===== src/rtl/seg7_pkg.sv =====
// Shared constants for the seven-segment scanner: hex segment table,
// digit count and the active-low all-off pattern.
package seg7_pkg;

  localparam int DIGITS = 8;
  localparam logic [7:0] SEG_OFF = 8'hFF;

  // Entry n (at bits 8n+7:8n) is the active-low pattern for hex digit n, dp off.
  localparam logic [16*8-1:0] HEX_SEG_TABLE = {
    8'h8E, 8'h86, 8'hA1, 8'hC6, 8'h83, 8'h88, 8'h90, 8'h80,
    8'hF8, 8'h82, 8'h92, 8'h99, 8'hB0, 8'hA4, 8'hF9, 8'hC0
  };

  function automatic logic [7:0] hex_seg(input logic [3:0] nib);
    return HEX_SEG_TABLE[{nib, 3'b000} +: 8];
  endfunction

endpackage


===== src/rtl/seg7_decode.sv =====
// Combinational nibble + decimal point to active-low {dp,g,f,e,d,c,b,a}.
module seg7_decode
  import seg7_pkg::*;
(
  input  logic [3:0] nibble,
  input  logic       dp,
  output logic [7:0] seg
);

  logic [7:0] raw;

  always_comb begin
    raw = hex_seg(nibble);
    seg = {~dp, raw[6:0]};
  end

endmodule


===== src/rtl/seg7_scan.sv =====
// Time-multiplexed 8-digit seven-segment driver with per-frame word latching.
// Optional leading-zero blanking via macro SEG7_BLANK_LEADING_ZERO_EN.
module seg7_scan
  import seg7_pkg::*;
#(
  parameter int DATA_WIDTH = 32,
  parameter int CLK_HZ     = 100_000_000,
  parameter int SCAN_HZ    = 1000
) (
  input  logic                  clk,
  input  logic                  rst,
  input  logic                  en,
  input  logic [DATA_WIDTH-1:0] data,
  input  logic [7:0]            dp_mask,
  output logic                  frame_done,
  output logic [7:0]            anodes,
  output logic [7:0]            cnodes
);

  localparam int SCAN_DEN = (SCAN_HZ > 0) ? SCAN_HZ : 1;
  localparam int DIV_RAW  = CLK_HZ / SCAN_DEN;
  localparam int DIV      = (DIV_RAW < 1) ? 1 : DIV_RAW;
  localparam int CNT_W    = (DIV > 1) ? $clog2(DIV) : 1;
  localparam logic [CNT_W-1:0] DIV_LAST = CNT_W'(DIV - 1);

  logic [CNT_W-1:0]      div_cnt;
  logic [2:0]            idx;
  logic [DATA_WIDTH-1:0] shadow;
  logic [7:0]            shadow_dp;
  logic                  primed;
  logic                  tick;
  logic                  wrap;
  logic                  load;
  logic [3:0]            nibble;
  logic [7:0]            seg;
  logic [7:0]            digit_seg;

  assign tick   = (DIV == 1) || (div_cnt == DIV_LAST);
  assign wrap   = primed && en && tick && (idx == 3'd7);
  assign load   = !primed || wrap;
  assign nibble = shadow[{idx, 2'b00} +: 4];

  seg7_decode u_decode (
    .nibble (nibble),
    .dp     (shadow_dp[idx]),
    .seg    (seg)
  );

`ifdef SEG7_BLANK_LEADING_ZERO_EN
  logic [2:0] lead;

  function automatic logic [2:0] lead_of(input logic [DATA_WIDTH-1:0] word);
    logic [2:0] k;
    k = 3'd0;
    for (int i = 0; i < DIGITS; i++) begin
      if (word[4*i +: 4] != 4'd0) k = 3'(i);
    end
    return k;
  endfunction

  // Lead digit is captured alongside every shadow load so it matches the word shown.
  always_ff @(posedge clk) begin
    if (!rst) begin
      lead <= 3'd0;
    end else if (load) begin
      lead <= lead_of(data);
    end
  end

  always_comb begin
    digit_seg = seg;
    if (idx > lead) digit_seg = shadow_dp[idx] ? 8'h7F : SEG_OFF;
  end
`else
  always_comb begin
    digit_seg = seg;
  end
`endif

  always_ff @(posedge clk) begin
    if (!rst) begin
      div_cnt    <= '0;
      idx        <= 3'd0;
      shadow     <= '0;
      shadow_dp  <= 8'h00;
      primed     <= 1'b0;
      anodes     <= SEG_OFF;
      cnodes     <= SEG_OFF;
      frame_done <= 1'b0;
    end else if (!primed) begin
      shadow     <= data;
      shadow_dp  <= dp_mask;
      primed     <= 1'b1;
      frame_done <= 1'b0;
    end else if (!en) begin
      // Frozen: digits dark, segment pins keep their last value.
      anodes     <= SEG_OFF;
      frame_done <= 1'b0;
    end else begin
      anodes     <= ~(8'b1 << idx);
      cnodes     <= digit_seg;
      frame_done <= wrap;
      if (tick) begin
        div_cnt <= '0;
        idx     <= idx + 3'd1;
      end else begin
        div_cnt <= div_cnt + CNT_W'(1);
      end
      if (wrap) begin
        shadow    <= data;
        shadow_dp <= dp_mask;
      end
    end
  end

endmodule


===== config.mk =====
export PLATFORM = sky130hd
export DESIGN_NAME = seg7_scan
export DESIGN_NICKNAME = d
export VERILOG_FILES = /design/src/rtl/seg7_pkg.sv /design/src/rtl/seg7_decode.sv /design/src/rtl/seg7_scan.sv
export SDC_FILE = /design/constraint.sdc
export NUM_CORES = 1
export LEC_CHECK = 0
export CAP_MARGIN = 20
export CORE_ASPECT_RATIO = 2
export CORE_MARGIN = 10
export CORE_UTILIZATION = 50
export CTS_BUF_LIST = sky130_fd_sc_hd__clkbuf_4 sky130_fd_sc_hd__clkbuf_8
export DETAILED_ROUTE_END_ITERATION = 16
export PLACE_DENSITY = 0.85
export SLEW_MARGIN = 20
export SYNTH_ARGS = -nofsm -noshare
export SYNTH_HDL_FRONTEND = slang
export SYNTH_SLANG_ARGS = --single-unit

===== constraint.sdc =====
create_clock -name clk -period 2.2 [get_ports clk]
set_input_delay 0.22 -clock clk [delete_from_list [all_inputs] [get_ports clk]]
set_output_delay 0.22 -clock clk [all_outputs]
set_load 0.02 [all_outputs]

==> out/metrics.yaml, run 1 <==
cells_and_area:
  num_antenna_cells: 0
  syn_to_final_growth_pct: 30.4
  num-fill-cells: 585
  multiInputGateArea_um2: 2020
  layout_commonest_cell: "dfxtp_1"
  seq_area_um2: 1570
  layout-drive-gt1-share_pct: 16.8
  fin_util_pct: 66.3
  final_cell_mix: "75 x dfxtp_1, 59 x clkdlybuf4s50_1, 41 x mux2i_1, 41 x nor2b_1, 27 x buf_4"
  nets: 489
routing:
  routed_wl_mm: 8.60
  dr_total_vias: 2781
  antenna_left: 0
  firstDrtPassIters: 4
  post_drt_wl_per_cell_um: 16.3
  viasPerCell: 5.28
  drt_iter0_drc: 245
  drc_errors: 0
cts:
  cts_sinks: 78
  ctsHoldBuffers: 0
  clock_latency_ns: 0.36
  numCtsBuffers: 9
  clock-root-buffer: "clkbuf_8"
  cts_tree: "done"
  clock_path_buffers: 2
  htreeDepth: 3
  clkTransAtPathRegs_ns: 0.07
setup_path:
  critPathMaxStageDelay_ns: 0.54
  arrival_ns: 2.38
  path_class: "flip-flop to flip-flop"
  cp_slowest_cell: "mux4_2"
  critPathLaunch: "idx[1]$_SDFFE_PN0P_"
  cp_max_fo: 8
  end_kind: "flip-flop"
  reg2reg_from: "idx[1]$_SDFFE_PN0P_"
  r2r_slack_ns: 0.03
  crit_chain: "buf_12, mux4_2, mux2i_4, inv_2, ha_1, mux2_1, nand2_1, a41oi_1"
  cp.depth: 8
  path_delay_family: "multiplexers"
  timing.critical_path.buf_inv: 2
  cp_data_required_time_ns: 2.41
  timing.critical_path.to: "cnodes[3]$_SDFFE_PN1P_"
  critPathLaunchType: "flip-flop"
  reg2regPathDepth: 8
  r2r_end: "cnodes[3]$_SDFFE_PN1P_"
global_route:
  globalRoute.busiestLayer: "met2"
  grt_use_met3_pct: 6.56
  gr-usage-all-layers_pct: 15.1
  grt_pass1_vias: 2784
  met2_usage_pct: 23.1
  antenna_found_initial: 0
  gr-usage-met1_pct: 17.9
  grt_first_pass_wirelength_mm: 13.5
  overflow: 0
  grt_max_degree: 41
placed_design:
  portBuffers: 59
  hpwl_mm: 5.84
  gp_congestion: 0.867
yosys:
  synth_top_area_cell: "dfxtp_1"
  avgSynthCellArea_um2: 10.3
  synth_seq_cells: 78
  synth_area_um2: 3640
  synth-edff-count: 0
  syn_nets: 408
  ys_types: 44
  synth_area_leaders: "dfxtp_1 43%, mux2i_1 12%, nor2b_1 7.0%, ha_1 4.5%, mux4_2 3.7%"
  yosys_warnings: 0
  synth_top_area_share_pct: 42.9
  yosysSeqAreaShare_pct: 42.9
  syn_inst: 352
  synthFlopType: "dfxtp_1"
  async_flop_share_pct: 0
timing:
  setup_viol: 0
  finalCritPeriodShare_pct: 98.6
  hold_viol_final: 0
  fin_skew_ns: 0.00607
  final.min_clock_period_ns: 2.17
  clock.fmax_mhz: 461
  finalSetupTns_ns: 0
  worstMarginPinSlew_ns: 0.391
  relSlewSlack_pct: 73.4
  drv_slew: 0
job:
  drv_cap: 0
worst_hold_path:
  worstHoldPathType: "flip-flop to flip-flop"
die:
  start_util_pct: 50.8
  fp.coreArea_um2: 7160
  rows: 44
  die_y_um: 141
  die_area_um2: 11300
  die_x_um: 80.3
  io_pins: 60
power_and_ir_drop:
  leakage_nw: 1.88
  ir_drop_mv: 0.425
  p_per_area_nw_per_um2: 587
outcome:
  status: "finished clean"
## cells by family after synthesis
| logic type | Yosys count | synth area share, % |
|---|---|---|
| flip-flops | 78 | 42.9 |
| adder cells (fa/ha/maj) | 13 | 4.47 |
| multiplexers | 58 | 20.6 |
| AO/OA/AOI/OAI | 25 | 4.64 |
| XOR/XNOR | 18 | 4.33 |
| buffers and inverters | 27 | 3.54 |
| AND/OR/NAND/NOR | 133 | 19.5 |
## layout make-up
class	instances	share of cell area (%)
Clock buffer	10	2.77
Clock inverter	3	0.316
Inverter	7	0.554
Multi-Input combinational cell	247	42.6
Sequential cell	78	33.0
Tap cell	92	2.43
Timing Repair Buffer	90	18.3
## worst min path at each step
| stage | startpoint | end | slack (ns) | cells after the start |
|---|---|---|---|---|
| finish | cnodes[7]$_SDFFE_PN1P_ | cnodes[7]$_SDFFE_PN1P_ | 0.48 | 2 |
| global route | dp_mask[1] | shadow_dp[1]$_SDFFE_PN0P_ | 0.49 | 3 |
| CTS | data[14] | shadow[14]$_SDFFE_PN0P_ | 0.47 | 3 |
| detailed placement | cnodes[7]$_SDFFE_PN1P_ | cnodes[7]$_SDFFE_PN1P_ | 0.47 | 2 |
| global placement | cnodes[7]$_SDFFE_PN1P_ | cnodes[7]$_SDFFE_PN1P_ | 0.45 | 2 |
| floorplan | rst | primed$_DFF_P_ | 0.25 | 0 |
## stage by stage
| step | area [um2] | cells | power [mW] | hold slack (ns) | setup WS (ns) |
|---|---|---|---|---|---|
| final | 4740 | 527 | 2.78 | 0.477 | 0.0311 |
| after global routing | 4740 | 527 | 2.90 | 0.495 | -0.0824 |
| after CTS | 4610 | 519 | 2.77 | 0.470 | 0.00667 |
| after detailed placement | 4460 | 506 | 1.90 | 0.470 | -0.0263 |
| after global placement | 4460 | 506 | 1.89 | 0.454 | 0.0619 |
| after floorplan | 3650 | 352 | 1.74 | 0.248 | 0.0319 |
## synthesized netlist by cell type, types with 6 or more instances
| library cell | count |
|---|---|
| clkbuf_1 | 11 |
| ha_1 | 13 |
| dfxtp_1 | 78 |
| mux4_2 | 6 |
| xnor2_1 | 8 |
| nand3_1 | 9 |
| nor2b_1 | 41 |
| nand4_1 | 7 |
| inv_1 | 6 |
| xor2_1 | 10 |
| nand2_1 | 26 |
| nor2_1 | 23 |
| mux2i_1 | 44 |
| o22ai_1 | 6 |
## sequential cells by signal, summed over array words and instances (netlist names)
name        cells
shadow         32
div_cnt        17
anodes          8
cnodes          8
shadow_dp       8
idx             3
frame_done      1
primed          1
## power breakdown
part | switching [mW] | internal, mW
clock network | 0.484 | 0.397
logic | 0.176 | 0.224
registers | 0.0323 | 1.47
total | 0.692 | 2.09
## per-layer routing
| layer | part of all wire [%] | vias to the layer above |
|---|---|---|
| li1 | - | 1387 |
| met1 | 43 | 1284 |
| met2 | 47 | 90 |
| met3 | 7.9 | 20 |
| met4 | 2.3 | 0 |
| met5 | 0 | - |
## tightest hold or removal path, delay by kind of cell (launching register included)
family           cells  cell delay, ns
flip-flops           1            0.32
AND/OR/NAND/NOR      2            0.11
## timing repair
action,CTS,global route
setup buffers,0,6
cloned,0,2
resized for setup,1,15
pin swaps,2,5
endpoints found under the setup margin,2,45
(Power assumes the default switching activity.)
==> run 2, diff against run 1 <==
Settings changed: GPL_ROUTABILITY_DRIVEN from default to 0.
==> results of run 2 <==
Final layout, timing and power as in run 1 (identical DEF).
